File: config.mk
export PLATFORM = sky130hd
export DESIGN_NAME = fm_input_sequencer
export DESIGN_NICKNAME = d
export VERILOG_FILES = /design/src/rtl/fm_seq_pkg.sv /design/src/rtl/fm_sync2.sv /design/src/rtl/fm_input_sequencer.sv
export SDC_FILE = /design/constraint.sdc
export NUM_CORES = 1
export LEC_CHECK = 0
export BUFFER_PORTS_ARGS = -buffer_cell sky130_fd_sc_hd__buf_2
export CORE_AREA = 3 3 56 58
export DETAILED_ROUTE_END_ITERATION = 6
export DIE_AREA = 0 0 59 61
export PLACE_DENSITY = 0.65
export SLEW_MARGIN = 20
export SYNTH_ARGS = -nofsm -noshare
export SYNTH_HDL_FRONTEND = slang
export SYNTH_SLANG_ARGS = --single-unit
File: constraint.sdc
create_clock -name clk -period 2.3 [get_ports clk]
set_input_delay 0.69 -clock clk [delete_from_list [all_inputs] [get_ports clk]]
set_output_delay 0.69 -clock clk [all_outputs]
set_load 0.01 [all_outputs]
File: src/rtl/fm_seq_pkg.sv
// Shared types and constants for the fundamental-mode input sequencer.
// The 2-bit vector type is used for X, Z and the captured response Z.
package fm_seq_pkg;

  typedef enum logic [1:0] {
    IDLE,
    SETTLE,
    RESP
  } state_t;

  localparam int SETTLE_MIN = 3;

  typedef logic [1:0] vec2_t;

  // Number of single-bit changes needed to reach a target: 0, 1 or 2.
  function automatic logic [1:0] step_count(input vec2_t diff);
    return {1'b0, diff[1]} + {1'b0, diff[0]};
  endfunction

  // First X vector to apply; a two-bit change starts with bit0 alone.
  function automatic vec2_t first_step(input vec2_t cur, input vec2_t tgt);
    vec2_t diff;
    diff = cur ^ tgt;
    if (diff == 2'b11) begin
      return cur ^ 2'b01;
    end
    return tgt;
  endfunction

endpackage

File: src/rtl/fm_sync2.sv
// Two-flop synchroniser for signals asynchronous to clk; resets to all zeros.
module fm_sync2 #(
  parameter int W = 2
) (
  input  logic         clk,
  input  logic         rst,
  input  logic [W-1:0] d,
  output logic [W-1:0] q
);

  logic [W-1:0] meta;

  // NOTE: clocked state uses non-blocking assignments so both flops sample
  // their inputs from the same edge and the chain never collapses to one stage.
  always_ff @(posedge clk or posedge rst) begin
    if (rst) begin
      meta <= '0;
      q    <= '0;
    end else begin
      meta <= d;
      q    <= meta;
    end
  end

endmodule

File: src/rtl/fm_input_sequencer.sv
// Drives X of a fundamental-mode async machine one bit at a time, waits a
// settle window after each change, then reports the synchronised Z.
module fm_input_sequencer
  import fm_seq_pkg::*;
#(
  parameter int SETTLE_CYCLES = 4,
  parameter int CNT_W         = 8
) (
  input  logic       clk,
  input  logic       rst,
  input  logic       req_valid,
  output logic       req_ready,
  input  logic [1:0] req_x,
  output logic [1:0] x_out,
  input  logic [1:0] z_in,
  output logic       rsp_valid,
  input  logic       rsp_ready,
  output logic [1:0] rsp_z,
  output logic [1:0] rsp_steps,
  output logic       rsp_unstable
);

  localparam logic [CNT_W-1:0] RELOAD = CNT_W'(SETTLE_CYCLES - 1);

  state_t           state;
  vec2_t            target;
  logic [1:0]       steps;
  logic [CNT_W-1:0] cnt;
  vec2_t            z_sync;
  vec2_t            z_prev;
  vec2_t            diff;

  // z_in is only ever observed through this synchroniser.
  fm_sync2 #(.W(2)) u_z_sync (
    .clk (clk),
    .rst (rst),
    .d   (z_in),
    .q   (z_sync)
  );

  assign req_ready = (state == IDLE);
  assign diff      = req_x ^ x_out;

  always_ff @(posedge clk or posedge rst) begin
    if (rst) begin
      state        <= IDLE;
      x_out        <= '0;
      target       <= '0;
      steps        <= '0;
      cnt          <= '0;
      z_prev       <= '0;
      rsp_valid    <= 1'b0;
      rsp_z        <= '0;
      rsp_steps    <= '0;
      rsp_unstable <= 1'b0;
    end else begin
      // Previous-edge copy of z_sync, used to flag a Z still moving at sample time.
      z_prev <= z_sync;

      unique case (state)
        IDLE: begin
          if (req_valid && req_ready) begin
            target <= req_x;
            steps  <= step_count(diff);
            x_out  <= first_step(x_out, req_x);
            cnt    <= RELOAD;
            state  <= SETTLE;
          end
        end

        SETTLE: begin
          if (cnt != '0) begin
            cnt <= cnt - 1'b1;
          end else if (x_out != target) begin
            // Only bit1 can still differ here; bit0 was applied first.
            x_out[1] <= ~x_out[1];
            cnt      <= RELOAD;
          end else begin
            rsp_z        <= z_sync;
            rsp_steps    <= steps;
            rsp_unstable <= (z_sync != z_prev);
            state        <= RESP;
          end
        end

        RESP: begin
          if (!rsp_valid) begin
            rsp_valid <= 1'b1;
          end else if (rsp_ready) begin
            rsp_valid <= 1'b0;
            state     <= IDLE;
          end
        end

        default: state <= IDLE;
      endcase
    end
  end

endmodule

==> results_dict.tcl <==
set metrics [dict create \
    wl_per_cell_um 14.2 \
    synth_edf_count 0 \
    syn_inst 123 \
    top_register "cnt" \
    syn-cell-area_sq_um 1350 \
    ys_ff_latch 28 \
    cp_top_family "simple AND/OR/NAND/NOR gates" \
    syn_avg_cell_area_sq_um 11.0 \
    cp_cell_sequence "inv_1 -> ha_1 -> or3b_2 -> nor4_2 -> and2_1 -> mux2_2" \
    die_y_um 61 \
    grt_max_degree 29 \
    ys_seq_area_frac 0.519 \
    setup_viol 0 \
    ir_worst_vdd_mv 0.849 \
    switching_share 0.366 \
    clk_pin_slew_ps 150 \
    p_int_mw 1.18 \
    dp_hpwl_um 1880 \
    routed_wl_um 2500 \
    grt_pass1_wl_um 4420 \
    io_pins 17 \
    rsz0062_at_grt "no" \
    slew_headroom 0.509 \
    drc 0 \
    port_buffers 16 \
    holdBufCountCts 0 \
    finClkSkew_ps 2.20 \
    ant_nets 0 \
    nets 157 \
    crit_type "reg2reg" \
    clockBufferDepth 2 \
    worst_ep_required_time_ps 2530 \
    grt_overflow 0 \
    cts_tree "built" \
    path_buf_inv 1 \
    drive_above_1_share 0.276 \
    cp-start-kind "register" \
    switching_power_mw 0.683 \
    yosys.area.top_type "dfrtp_1" \
    yosysWarnings 0 \
    antenna_found_initial 0 \
    design_area_sq_um 1540 \
    dr.pass1.iters 6 \
    power.leakage_nw 0.703 \
    placedInstanceArea_sq_um 1490 \
    synth_top_area_frac 0.519 \
    worstMarginPinSlew_ps 730 \
    drt_iter0_markers 33 \
    status "finished clean" \
    power_density_nw_per_um2 1210 \
    cts_resized 0 \
    fin_ws_ps 151 \
    cp_max_fo 6 \
    p_clk_frac 0.171 \
    design.core.area_sq_um 2710 \
    synth_area_leaders "dfrtp_1 52%, mux2_2 8.3%, nand2_1 3.9%, o21ai_0 3.0%, ha_1 2.8%" \
    cts-root-buf "clkbuf_4" \
    max_cap_violations 0 \
    hold_viol 0 \
    vias 979 \
    period_needed_ps 2150 \
    cp.arrival_ps 2380 \
    synthFlopType "dfrtp_1" \
    viasPerCell 5.56 \
    worst_setup_path_end_kind "register" \
    clock_latency_ps 320 \
    grtUsageTotal 0.160 \
    syn2layout_area_growth_pct 14.3 \
    fillers 242 \
    htreeDepth 1 \
    synth.distinct_cells 35 \
    gp_congestion 0.779 \
    largest_register_ffs 8 \
    cpMaxStageDelayCell "or3b_2" \
    start_util 0.498 \
    syn-num-nets 134 \
    antenna_cells 0 \
    fin_tns_setup_ps 0 \
    fp.dieW_um 59 \
    num_rows 19 \
    postCtsSetupRepairBufs 0 \
    dieArea_sq_um 3600 \
    async_reset_ff_frac 1.00 \
    pwr-share-seq 0.444 \
    cts.sinks 28 \
    maxSlewViolCount 0 \
    period_share 0.934 \
    cts-buffers-inserted 3 \
    comb_power_share 0.384 \
    slowest_delay_ps 480 \
    grt_pass1_vias 961 \
    max_freq_ghz 0.465 \
    pre_cts_slack_ps 191 \
    hold_path_class "reg2reg" \
]
## worst reg2reg max path, cell delays in order, from the launching register on
cell	delay, ps
dfrtp_1	450
inv_1	90
ha_1	180
or3b_2	480
nor4_2	180
and2_1	310
mux2_2	360
## placed cells by master (no fill, tap or decap), types with 2 or more instances in the layout
cell type  Yosys  layout
dfrtp_1       28      28
buf_2          1      16
nand2_1       14      14
mux2_2        10      10
o21ai_0        8       8
a21oi_1        7       7
nor2_1         6       6
inv_1          5       5
xor2_1         4       4
nand2b_1       4       4
buf_4          0       4
ha_1           3       3
clkbuf_4       0       3
nor4_1         2       2
nor3b_1        2       2
o211ai_1       2       2
nor4_2         2       2
or4_1          2       2
nand3_1        2       2
xnor2_1        2       2
a31oi_1        2       2
nand4b_1       2       2
## power groups by stage
| stage | clock (mW) | combinational (mW) | sequential [mW] |
|---|---|---|---|
| after floorplan | 0 | 0.520 | 0.822 |
| after detailed placement | 0 | 0.721 | 0.840 |
| after CTS | 0.334 | 0.723 | 0.829 |
| after global placement | 0 | 0.714 | 0.833 |
| after global routing | 0.350 | 0.813 | 0.863 |
| final | 0.320 | 0.717 | 0.828 |
## through the flow
stage | cells | utilization | power (mW) | hold WS [ps]
floorplan | 123 | - | 1.34 | 331
global placement | 172 | 0.550 | 1.55 | 333
detailed placement | 172 | 0.550 | 1.56 | 336
CTS | 176 | 0.569 | 1.89 | 370
global route | 176 | 0.569 | 2.03 | 391
finish | 176 | 0.569 | 1.87 | 366
## kinds of logic after synthesis
logic type	count (synthesis)	share of synthesized area
adder cells (fa/ha/maj)	3	0.0278
flip-flops	28	0.519
multiplexers	11	0.0908
AO/OA/AOI/OAI	26	0.121
AND/OR/NAND/NOR	42	0.182
XOR/XNOR	6	0.0389
buffers and inverters	7	0.0204
## Yosys cell counts (all sizes together) (2+ instances only)
library cell	number
a21oi	7
nand3	2
xor2	4
mux2	10
o21ai	8
nand2	14
inv	5
o211ai	2
nor3b	2
ha	3
nor4	4
or4	3
nand2b	4
dfrtp	28
a31oi	2
nand4b	2
xnor2	2
nor2	6
a211o	2
## routing by layer
metal  routed length [um]  up-vias  track usage  share of wire
li1                     -      487            -              -
met1                 1170      476        0.214           0.47
met2                 1250       14        0.262           0.50
met3                   71        2       0.0340          0.028
met4                    9        0       0.0485         0.0036
met5                    0        -            0              0
## final cells by class
type | instances | area, sq um | area share
Timing Repair Buffer | 20 | 110 | 0.0714
Tap cell | 31 | 38.8 | 0.0251
Inverter | 5 | 18.8 | 0.0122
Sequential cell | 28 | 701 | 0.454
Clock buffer | 3 | 22.5 | 0.0146
Multi-Input combinational cell | 88 | 622 | 0.403
Clock inverter | 1 | 30.0 | 0.0195
## worst paths after layout
check	startpoint	endpoint	depth (start not counted)	slack, ps
max in group asynchronous	rst	cnt[5]	3	1650
min reg2reg	u_z_sync.meta[1]	u_z_sync.q[1]	0	370
min	u_z_sync.meta[1]	u_z_sync.q[1]	0	370
max	cnt[0]	rsp_steps[1]	6	150
max reg2reg	cnt[0]	rsp_steps[1]	6	150
min in group asynchronous	rst	z_prev[0]	3	390
No activity file was read; power rests on OpenSTA's default activity.
